## src/rtl/adc_scan_ctrl_if.sv

```systemverilog
// ----------------------------------------------------------------------------
// adc_scan_ctrl_if
// Read-request handshake between the ADC scan scheduler and the shared I2C
// read engine. The scheduler is the master: it raises rd_req/reg_addr_vld
// for one cycle with a register address. The engine, as the slave, answers
// later with a one-cycle rd_data_vld carrying rd_data.
// ----------------------------------------------------------------------------
interface adc_scan_ctrl_if;
    logic       rd_req;
    logic [6:0] device_id;
    logic [7:0] reg_addr;
    logic       reg_addr_vld;
    logic [7:0] rd_data;
    logic       rd_data_vld;

    // Scheduler side
    modport master (
        output rd_req,
        output device_id,
        output reg_addr,
        output reg_addr_vld,
        input  rd_data,
        input  rd_data_vld
    );

    // I2C read engine side
    modport slave (
        input  rd_req,
        input  device_id,
        input  reg_addr,
        input  reg_addr_vld,
        output rd_data,
        output rd_data_vld
    );
endinterface : adc_scan_ctrl_if

```

## src/rtl/adc_scan_ctrl.sv

```systemverilog
// ----------------------------------------------------------------------------
// adc_scan_ctrl
// Periodic scan scheduler for the shared I2C ADC read engine.
//  - A free-running tick generator fires once every CLK_FREQ/SAMPLE_HZ cycles.
//  - On a tick the FSM performs one read for each channel enabled in ch_mask.
//    It walks the channels in ascending order and keeps one request
//    outstanding at a time.
//  - A read that gets no answer within TIMEOUT_CYC cycles is abandoned. This
//    sets a sticky err_timeout flag and leaves the channel result unchanged.
//  - A tick that lands while a scan is still running is dropped and sets the
//    sticky err_overrun flag.
//
// Build option:
//  ADC_AVG_EN  when defined, each channel averages four accepted samples
//              before it publishes a result (floor of sum/4). When
//              undefined, every accepted sample is published directly.
// ----------------------------------------------------------------------------
module adc_scan_ctrl #(
    parameter int         CLK_FREQ    = 50_000_000,
    parameter int         SAMPLE_HZ   = 1000,
    parameter logic [6:0] DEVICE_ID   = 7'b101_0100,
    parameter logic [7:0] REG_BASE    = 8'h00,
    parameter int         TIMEOUT_CYC = 100_000
) (
    input  logic                   sys_clk,
    input  logic                   sys_rst_n,
    adc_scan_ctrl_if.master        eng_if,
    input  logic                   i_scan_en,
    input  logic [3:0]             i_ch_mask,
    input  logic                   i_err_clr,
    output logic [31:0]            o_ch_data,
    output logic                   o_sample_vld,
    output logic [1:0]             o_sample_ch,
    output logic                   o_scan_done,
    output logic                   o_err_timeout,
    output logic                   o_err_overrun
);

    // ------------------------------------------------------------------------
    // Derived constants
    // ------------------------------------------------------------------------
    localparam int PERIOD_RAW = CLK_FREQ / SAMPLE_HZ;
    localparam int PERIOD     = (PERIOD_RAW < 1) ? 1 : PERIOD_RAW;
    localparam int TICK_W     = (PERIOD > 1) ? $clog2(PERIOD) : 1;
    localparam int TO_LIMIT   = (TIMEOUT_CYC < 1) ? 1 : TIMEOUT_CYC;
    localparam int TO_W       = (TO_LIMIT > 1) ? $clog2(TO_LIMIT) : 1;

    localparam logic [TICK_W-1:0] TICK_LAST = TICK_W'(PERIOD - 1);
    localparam logic [TO_W-1:0]   TO_LAST   = TO_W'(TO_LIMIT - 1);

    // FSM encoding
    localparam logic [2:0] S_IDLE     = 3'd0;
    localparam logic [2:0] S_ISSUE    = 3'd1;
    localparam logic [2:0] S_WAIT_VLD = 3'd2;
    localparam logic [2:0] S_STORE    = 3'd3;
    localparam logic [2:0] S_NEXT     = 3'd4;

    // ------------------------------------------------------------------------
    // Registers and wires
    // ------------------------------------------------------------------------
    logic [TICK_W-1:0] r_tick_cnt;
    logic              w_tick;

    logic [2:0]        r_state;
    logic [3:0]        r_scan_mask;
    logic [1:0]        r_cur_ch;
    logic [7:0]        r_reg_addr;
    logic [TO_W-1:0]   r_to_cnt;
    logic              r_scan_done;

    logic              r_sample_vld;
    logic [1:0]        r_sample_ch;
    logic              r_err_timeout;
    logic              r_err_overrun;

    logic [1:0]        w_first_ch;
    logic              w_next_found;
    logic [1:0]        w_next_ch;
    logic              w_start;
    logic              w_accept;
    logic              w_to_expire;
    logic              w_overrun_set;
    logic [3:0]        w_pub;
    logic              w_publish;

    // ------------------------------------------------------------------------
    // Tick generator
    // ------------------------------------------------------------------------
    assign w_tick = (r_tick_cnt == TICK_LAST);

    // Free-running sample-period counter; it keeps running while scanning is disabled
    always_ff @(posedge sys_clk or negedge sys_rst_n) begin
        if (!sys_rst_n) begin
            r_tick_cnt <= '0;
        end else if (w_tick) begin
            r_tick_cnt <= '0;
        end else begin
            r_tick_cnt <= r_tick_cnt + TICK_W'(1);
        end
    end

    // ------------------------------------------------------------------------
    // Channel selection
    // ------------------------------------------------------------------------
    // Lowest set bit of the live mask picks the first channel of a new scan
    always_comb begin
        w_first_ch = 2'd0;
        for (int i = 3; i >= 0; i--) begin
            if (i_ch_mask[i]) begin
                w_first_ch = 2'(i);
            end
        end
    end

    // Lowest set bit of the latched mask above the current channel
    always_comb begin
        w_next_found = 1'b0;
        w_next_ch    = r_cur_ch;
        for (int i = 3; i >= 0; i--) begin
            if (r_scan_mask[i] && (2'(i) > r_cur_ch)) begin
                w_next_found = 1'b1;
                w_next_ch    = 2'(i);
            end
        end
    end

    // ------------------------------------------------------------------------
    // Control events
    // ------------------------------------------------------------------------
    assign w_start       = (r_state == S_IDLE) && w_tick && i_scan_en && (i_ch_mask != 4'd0);
    // Data on the terminal timeout cycle still wins over the timeout
    assign w_accept      = (r_state == S_WAIT_VLD) && eng_if.rd_data_vld;
    assign w_to_expire   = (r_state == S_WAIT_VLD) && !eng_if.rd_data_vld && (r_to_cnt == TO_LAST);
    assign w_overrun_set = w_tick && (r_state != S_IDLE);

    // ------------------------------------------------------------------------
    // Scan sequencer
    // ------------------------------------------------------------------------
    // Scan FSM: one request per enabled channel, never more than one in flight
    always_ff @(posedge sys_clk or negedge sys_rst_n) begin
        if (!sys_rst_n) begin
            r_state     <= S_IDLE;
            r_scan_mask <= 4'd0;
            r_cur_ch    <= 2'd0;
            r_reg_addr  <= 8'd0;
            r_to_cnt    <= '0;
            r_scan_done <= 1'b0;
        end else begin
            r_scan_done <= 1'b0;
            case (r_state)
                S_IDLE: begin
                    // The mask is frozen here so mid-scan edits wait for the next scan
                    if (w_start) begin
                        r_scan_mask <= i_ch_mask;
                        r_cur_ch    <= w_first_ch;
                        r_reg_addr  <= REG_BASE + {6'd0, w_first_ch};
                        r_state     <= S_ISSUE;
                    end
                end
                S_ISSUE: begin
                    r_to_cnt <= '0;
                    r_state  <= S_WAIT_VLD;
                end
                S_WAIT_VLD: begin
                    if (w_accept) begin
                        r_state <= S_STORE;
                    end else if (w_to_expire) begin
                        r_state <= S_NEXT;
                    end else begin
                        r_to_cnt <= r_to_cnt + TO_W'(1);
                    end
                end
                S_STORE: begin
                    r_state <= S_NEXT;
                end
                S_NEXT: begin
                    // Disabling only takes effect between channels, so a request is never abandoned
                    if (!i_scan_en) begin
                        r_state <= S_IDLE;
                    end else if (w_next_found) begin
                        r_cur_ch   <= w_next_ch;
                        r_reg_addr <= REG_BASE + {6'd0, w_next_ch};
                        r_state    <= S_ISSUE;
                    end else begin
                        r_scan_done <= 1'b1;
                        r_state     <= S_IDLE;
                    end
                end
                default: begin
                    r_state <= S_IDLE;
                end
            endcase
        end
    end

    // ------------------------------------------------------------------------
    // Per-channel result storage
    // The result field is written on the same edge that accepts rd_data. The
    // new value is therefore already visible in the STORE cycle, together
    // with the sample_vld pulse.
    // ------------------------------------------------------------------------
    for (genvar gi = 0; gi < 4; gi++) begin : g_ch
        logic [7:0] r_field;
        logic       w_sel;

        assign w_sel = w_accept && (r_cur_ch == 2'(gi));

`ifdef ADC_AVG_EN
        logic [9:0] r_acc;
        logic [1:0] r_cnt;
        logic [9:0] w_sum;

        // Four 8-bit samples sum to at most 1020, so 10 bits never overflow
        assign w_sum       = r_acc + {2'b00, eng_if.rd_data};
        assign w_pub[gi]   = w_sel && (r_cnt == 2'd3);

        // Accumulate three samples and publish the floored mean on the fourth
        always_ff @(posedge sys_clk or negedge sys_rst_n) begin
            if (!sys_rst_n) begin
                r_field <= 8'd0;
                r_acc   <= 10'd0;
                r_cnt   <= 2'd0;
            end else if (w_sel) begin
                if (r_cnt == 2'd3) begin
                    r_field <= w_sum[9:2];
                    r_acc   <= 10'd0;
                    r_cnt   <= 2'd0;
                end else begin
                    r_acc   <= w_sum;
                    r_cnt   <= r_cnt + 2'd1;
                end
            end
        end
`else
        assign w_pub[gi] = w_sel;

        // Publish every accepted sample directly
        always_ff @(posedge sys_clk or negedge sys_rst_n) begin
            if (!sys_rst_n) begin
                r_field <= 8'd0;
            end else if (w_sel) begin
                r_field <= eng_if.rd_data;
            end
        end
`endif

        assign o_ch_data[8*gi +: 8] = r_field;
    end

    assign w_publish = |w_pub;

    // Update strobe and channel tag for downstream consumers
    always_ff @(posedge sys_clk or negedge sys_rst_n) begin
        if (!sys_rst_n) begin
            r_sample_vld <= 1'b0;
            r_sample_ch  <= 2'd0;
        end else begin
            r_sample_vld <= w_publish;
            if (w_publish) begin
                r_sample_ch <= r_cur_ch;
            end
        end
    end

    // ------------------------------------------------------------------------
    // Sticky error flags
    // ------------------------------------------------------------------------
    // A set event outranks a clear arriving in the same cycle
    always_ff @(posedge sys_clk or negedge sys_rst_n) begin
        if (!sys_rst_n) begin
            r_err_timeout <= 1'b0;
            r_err_overrun <= 1'b0;
        end else begin
            if (w_to_expire) begin
                r_err_timeout <= 1'b1;
            end else if (i_err_clr) begin
                r_err_timeout <= 1'b0;
            end
            if (w_overrun_set) begin
                r_err_overrun <= 1'b1;
            end else if (i_err_clr) begin
                r_err_overrun <= 1'b0;
            end
        end
    end

    // ------------------------------------------------------------------------
    // Outputs
    // ------------------------------------------------------------------------
    assign eng_if.rd_req       = (r_state == S_ISSUE);
    assign eng_if.reg_addr_vld = (r_state == S_ISSUE);
    assign eng_if.reg_addr     = r_reg_addr;
    assign eng_if.device_id    = DEVICE_ID;

    assign o_sample_vld  = r_sample_vld;
    assign o_sample_ch   = r_sample_ch;
    assign o_scan_done   = r_scan_done;
    assign o_err_timeout = r_err_timeout;
    assign o_err_overrun = r_err_overrun;

endmodule : adc_scan_ctrl
```

## src/flat_wrapper.sv

```systemverilog
// flat-port wrapper written by rule: the top's interface ports become plain ports
module adc_scan_ctrl_flat 
#(
    parameter int         CLK_FREQ    = 50_000_000,
    parameter int         SAMPLE_HZ   = 1000,
    parameter logic [6:0] DEVICE_ID   = 7'b101_0100,
    parameter logic [7:0] REG_BASE    = 8'h00,
    parameter int         TIMEOUT_CYC = 100_000
)
  (sys_clk, sys_rst_n, i_scan_en, i_ch_mask, i_err_clr, o_ch_data, o_sample_vld, o_sample_ch, o_scan_done, o_err_timeout, o_err_overrun, eng_if_rd_req, eng_if_device_id, eng_if_reg_addr, eng_if_reg_addr_vld, eng_if_rd_data, eng_if_rd_data_vld);
  adc_scan_ctrl_if eng_if_i ();
  input  logic sys_clk;
  input  logic sys_rst_n;
  input  logic i_scan_en;
  input  logic [3:0] i_ch_mask;
  input  logic i_err_clr;
  output logic [31:0] o_ch_data;
  output logic o_sample_vld;
  output logic [1:0] o_sample_ch;
  output logic o_scan_done;
  output logic o_err_timeout;
  output logic o_err_overrun;
  output wire logic [$bits(eng_if_i.rd_req)-1:0] eng_if_rd_req;
  output wire logic [$bits(eng_if_i.device_id)-1:0] eng_if_device_id;
  output wire logic [$bits(eng_if_i.reg_addr)-1:0] eng_if_reg_addr;
  output wire logic [$bits(eng_if_i.reg_addr_vld)-1:0] eng_if_reg_addr_vld;
  input wire logic [$bits(eng_if_i.rd_data)-1:0] eng_if_rd_data;
  input wire logic [$bits(eng_if_i.rd_data_vld)-1:0] eng_if_rd_data_vld;
  assign eng_if_rd_req = eng_if_i.rd_req;
  assign eng_if_device_id = eng_if_i.device_id;
  assign eng_if_reg_addr = eng_if_i.reg_addr;
  assign eng_if_reg_addr_vld = eng_if_i.reg_addr_vld;
  assign eng_if_i.rd_data = eng_if_rd_data;
  assign eng_if_i.rd_data_vld = eng_if_rd_data_vld;
  adc_scan_ctrl #(.CLK_FREQ(CLK_FREQ), .SAMPLE_HZ(SAMPLE_HZ), .DEVICE_ID(DEVICE_ID), .REG_BASE(REG_BASE), .TIMEOUT_CYC(TIMEOUT_CYC)) u_core (.sys_clk(sys_clk), .sys_rst_n(sys_rst_n), .eng_if(eng_if_i), .i_scan_en(i_scan_en), .i_ch_mask(i_ch_mask), .i_err_clr(i_err_clr), .o_ch_data(o_ch_data), .o_sample_vld(o_sample_vld), .o_sample_ch(o_sample_ch), .o_scan_done(o_scan_done), .o_err_timeout(o_err_timeout), .o_err_overrun(o_err_overrun));
endmodule
```

## config.mk

```make
export PLATFORM = sky130hd
export DESIGN_NAME = adc_scan_ctrl_flat
export DESIGN_NICKNAME = d
export VERILOG_FILES = /design/src/rtl/adc_scan_ctrl_if.sv /design/src/rtl/adc_scan_ctrl.sv /design/src/flat_wrapper.sv
export SDC_FILE = /design/constraint.sdc
export NUM_CORES = 1
export LEC_CHECK = 0
export ABC_AREA = 0
export BUFFER_PORTS_ARGS = -buffer_cell sky130_fd_sc_hd__buf_2
export CAP_MARGIN = 40
export CORE_MARGIN = 2
export CORE_UTILIZATION = 55
export CTS_BUF_LIST = sky130_fd_sc_hd__clkbuf_16
export CTS_CLUSTER_SIZE = 24
export DETAILED_ROUTE_END_ITERATION = 6
export PLACE_DENSITY = 0.91
export SYNTH_ARGS = -nofsm -noshare
export SYNTH_HDL_FRONTEND = slang
export SYNTH_SLANG_ARGS = --single-unit
```

## constraint.sdc

```tcl
create_clock -name sys_clk -period 2.2 [get_ports sys_clk]
set_clock_uncertainty 0.05 [all_clocks]
set_input_delay 0.44 -clock sys_clk [delete_from_list [all_inputs] [get_ports sys_clk]]
set_output_delay 0.44 -clock sys_clk [all_outputs]
set_load 0.05 [all_outputs]
```

## After elaboration in Yosys (flattened, before gate mapping)

Index checks and enable logic that the tools add are counted.
Widths: inputs -> output; s select.

| storage, ports and cells | value |
|---|---|
| bits in registers | 88 |

| cells by class | value |
|---|---|
| add/sub/neg operators | 2 |
| magnitude comparators | 4 |
| equality and inequality tests | 15 |
| mux-type cells | 36 |
| reductions and logical operators | 29 |

Operator list:

| kind | number |
|---|---|
| $mux 17 | 2 |
| $pmux 17 s2 | 1 |
| $mux 8 | 3 |
| $mux 2 | 11 |
| $add 17x1->17 const B | 1 |
| $eq 17x17->1 const B | 1 |
| $add 16x1->16 const B | 1 |
| $eq 16x16->1 const B | 1 |
| $mux 16 | 1 |
| $pmux 8 s2 | 1 |
| $logic_and 1x1->1 | 15 |
| $pmux 3 s5 | 1 |
| $mux 3 | 4 |
| $mux 1 | 11 |
| $reduce_bool 2->1 | 4 |
| $eq 3x2->1 const B | 2 |
| $ne 2x2->1 const B | 3 |
| $eq 2x2->1 const B | 2 |
| $gt 1x2->1 const A | 2 |
| $gt 2x2->1 const A | 2 |
| $ne 2x1->1 const B | 2 |
| $pmux 2 s2 | 1 |
| $reduce_and 2->1 | 2 |
| $reduce_and 4->1 | 1 |
| other kinds (11) | 11 |

## Longest topological paths before layout

| depth | value |
|---|---|
| word-level depth | 9 |
| depth in mapped cells | 6 |
| mapped depth without buffers | 6 |

## Worst setup path before layout

OpenSTA, ideal clock, no wires.

| timing | value |
|---|---|
| kind | register to output |
| start point | reg u_core.r_state[0] |
| end point | out eng_if_reg_addr_vld |
| arrival | 1.766 ns |
| path slack | -0.056 ns |
| stages on the path, launching flop included | 6 |
| path buffers | 3 |
| path through | dfrtp_1 or3b_2 clkbuf_1 inv_1 buf_2 buf_4 |

| on the way | value |
|---|---|
| longest elaborated chain between the ends | 1 |

Ends and longest elaborated chain:

| element | RTL line | text |
|---|---|---|
| start, declared | adc_scan_ctrl.sv:64 | `logic [2:0] r_state;` |
| start signal, assigned | adc_scan_ctrl.sv:142 | `r_state <= S_IDLE;` |
| start signal, assigned | adc_scan_ctrl.sv:157 | `r_state <= S_ISSUE;` |
| start signal, assigned | adc_scan_ctrl.sv:162 | `r_state <= S_WAIT_VLD;` |
| $eq 3x1->1 | -- |  |
| end, declared | flat_wrapper.sv:26 | `output wire logic [$bits(eng_if_i.reg_addr_vld)-1:0] eng_if_reg_addr_vld;` |

No other way between the ends.

## Worst setup path after layout

| timing | value |
|---|---|
| start point | reg u_core.r_state[2] |
| end point | out eng_if_reg_addr_vld |

| on the way | value |
|---|---|
| longest elaborated chain between the ends | 1 |

Ends and longest elaborated chain:

| element | RTL line | text |
|---|---|---|
| $eq 3x1->1 | adc_scan_ctrl.sv:291 | `assign eng_if.reg_addr_vld = (r_state == S_ISSUE);` |

No other way between the ends.

==> flow_metrics.py <==
metrics = {
    "place": {
        "dpl.hpwl_um": 5470,
        "placed_cell_area_mm2": 0.00396,
        "portBuffers": 58,
        "gp_congestion": 0.863,
    },
    "critical_path": {
        "cp_max_fo": 8,
        "worstSetupPathType": "register to output port",
        "worst_path_max_delay_cell": "dfrtp_1",
        "critPathRequiredTime_ps": 1710,
        "worstPathCellList": "or3b_4 -> inv_2 -> buf_4",
        "endpoint_kind": "output port",
        "cp_slowest_stage_delay_ps": 460,
        "cp-start-kind": "register",
        "cp.arrival_ps": 1590,
        "reg2reg_depth": 5,
    },
    "logic_synthesis": {
        "synthTopCellsByArea": "dfrtp_1 (55%), mux2_2 (11%), xor2_1 (4.4%), buf_4 (2.9%), nor2_1 (2.7%)",
        "synth.cell_area_mm2": 0.00358,
        "yosys_warnings": 0,
        "synthArstFlopShare_pct": 100,
        "yosys.area.top_type": "dfrtp_1",
        "ys_top_cells_by_count": "dfrtp_1 (79), mux2_2 (34), nor2_1 (26)",
        "synth_area_per_cell_um2": 11.6,
        "yosysMostFrequentCell": "dfrtp_1",
        "synth-edff-count": 0,
        "syn_inst": 308,
        "synth_seq_cells": 79,
        "ys_seq_area_share_pct": 55.3,
        "synth.distinct_cells": 41,
        "synth-main-ff-cell": "dfrtp_1",
        "synth_top_area_share_pct": 55.3,
    },
    "final_layout": {
        "n_antenna_cell": 0,
        "synthToLayoutAreaGrowth_pct": 19.3,
        "fin_area_mm2": 0.00427,
        "drive_gt1_share_pct": 32.9,
        "nets": 397,
        "fillCellCount": 457,
    },
    "timing": {
        "setup_viol": 0,
        "fin_crit_sh_pct": 94.6,
        "setup_tns_ps": 0,
        "min_period_ps": 2080,
        "whs_ps": 17.9,
        "final-hold-violation-count": 0,
        "final_max_slew_viol_count": 0,
        "clock.fmax_mhz": 480,
        "rsz0062_at_grt": "no",
    },
    "floorplanning": {
        "core_mm2": 0.00631,
        "fp.dieH_um": 84.6,
        "rows": 29,
        "dieWidth_um": 84.6,
        "io_pins": 72,
        "start_util_pct": 56.7,
        "dieArea_mm2": 0.00716,
    },
    "clocking": {
        "cts_sinks": 79,
        "insertion_delay_ps": 340,
        "cts_setup_buffers": 0,
        "cts_tree": "done",
        "cts.path.max_buffers": 2,
        "numCtsBuffers": 9,
        "htreeDepth": 3,
        "cts_root_buf": "clkbuf_16",
        "path_clk_slew_ps": 60,
    },
    "global_routing": {
        "overflow": 0,
        "antenna_found_initial": 0,
        "grt_pass1_wl_um": 12500,
        "grt_start_max_net_pins": 43,
        "grt_usage_pct": 22.6,
        "grt_pass1_vias": 2592,
    },
    "detailed_routing": {
        "firstDrtPassIters": 4,
        "route.detailed.drc": 0,
        "viasPerCell": 5.56,
        "drt-initial-drc-count": 157,
        "wire_per_inst_um": 16.8,
        "drt_wl_total_um": 7720,
        "routed-via-count": 2557,
        "ant_nets": 0,
    },
    "worst_hold_path": {
        "worstHoldPathType": "input port to asynchronous set/reset pin",
    },
    "run": {
        "cap_violations": 0,
    },
    "outcome": {
        "outcome": "completed",
    },
    "power_and_ir_drop": {
        "powerDensity_mw_per_mm2": 969,
        "power.leakage_nw": 2.23,
        "vdd_drop_max_uv": 847,
    },
}
==> cell families (layout without fill, tap and decap cells) <==
kind of cell             count (synthesis)  after routing  synth area share, %
adder cells (fa/ha/maj)                  2              2                0.699
AND/OR/NAND/NOR                        118            118                 18.8
multiplexers                            37             37                 11.6
other                                    2             13                0.210
AO/OA/AOI/OAI                           20             20                 3.46
buffers and inverters                   27             91                 4.34
XOR/XNOR                                23             23                 5.63
flip-flops                              79             79                 55.3
==> flip-flops by register name (all words and copies together), names as in the netlist <==
name	count
u_core.o_sample_ch	2
u_core.r_state	3
u_core.g_ch.r_field	32
u_core.o_scan_done	1
u_core.r_to_cnt	17
u_core.r_scan_mask	3
u_core.o_err_timeout	1
u_core.o_sample_vld	1
u_core.eng_if.reg_addr	2
u_core.o_err_overrun	1
u_core.r_tick_cnt	16
==> path summary, 6_finish.rpt <==
check / from / to / slack (ps)
setup reg to reg: u_core.r_tick_cnt[0]$_DFF_PN0_ / u_core.eng_if.reg_addr[1]$_DFFE_PN0P_ / 180
hold / removal: sys_rst_n / u_core.r_to_cnt[5]$_DFFE_PN0P_ / 20
setup / recovery: u_core.r_state[2]$_DFFE_PN0P_ / eng_if_reg_addr_vld / 120
hold reg to reg: u_core.g_ch[1].r_field[3]$_DFFE_PN0P_ / u_core.g_ch[1].r_field[3]$_DFFE_PN0P_ / 450
min in group sys_clk: i_err_clr / u_core.o_err_overrun$_DFFE_PN0P_ / 270
max in group asynchronous: sys_rst_n / u_core.g_ch[0].r_field[0]$_DFFE_PN0P_ / 1500
==> layout make-up <==
type / count / area [µm²] / share of cell area, %
clock inverter: 7 / 80.1 / 1.88
timing repair buffer: 65 / 363 / 8.50
tap: 77 / 96.3 / 2.26
clock buffer: 9 / 225 / 5.28
sequential: 79 / 1980 / 46.3
inverter: 10 / 37.5 / 0.879
multi-input combinational: 213 / 1490 / 34.9
==> critical path: cells and delay by family (launching register included) <==
kind | cells | cell delay (ps)
buf+inv | 2 | 340
simple gates | 1 | 450
flops | 1 | 460
==> metal layers <==
| metal | share of wire (%) | up-vias | GRT usage [%] |
|---|---|---|---|
| met5 | 0 | - | 0 |
| met3 | 3.6 | 14 | 6.78 |
| met4 | 1.8 | 0 | 8.51 |
| met1 | 39 | 1295 | 25.5 |
| met2 | 55 | 55 | 40.3 |
| li1 | - | 1193 | - |
==> what timing repair did <==
| item | 4_1_cts | 5_1_grt |
|---|---|---|
| endpoints found under the hold margin | 0 | 0 |
| hold buffers | 0 | 0 |
| resized for setup | 5 | 0 |
| setup endpoints to repair | 2 | 0 |
==> placed cells by master, fill, tap and decap left out, drive strengths merged, types with 5 or more instances in the layout <==
cell type and count:
dfrtp 79, mux2 35, nand2 25, xnor2 5, conb 13, nand4 7
nand3 18, nor2 30, o21ai 5, xor2 18, and3 10, inv 12
buf 65, clkbuf 9
==> report_power, final <==
group	switching, W	leakage [nW]	internal, W
Sequential	0.000100	1.05	0.00159
Combinational	0.000673	1.02	0.000263
Clock	0.000619	0.150	0.000892
==> through the flow <==
step / utilization [%] / cells / setup slack [ps] / total power [W]
6_report: 67.6 / 460 / 118 / 0.00413
5_1_grt: 67.6 / 460 / 40.5 / 0.00429
4_1_cts: 67.6 / 460 / 116 / 0.00416
3_5_place_dp: 62.6 / 444 / 112 / 0.00263
3_3_place_gp: 62.6 / 444 / 179 / 0.00259
2_1_floorplan: - / 319 / 78.3 / 0.00238
Power figures use the tool's default switching activity.
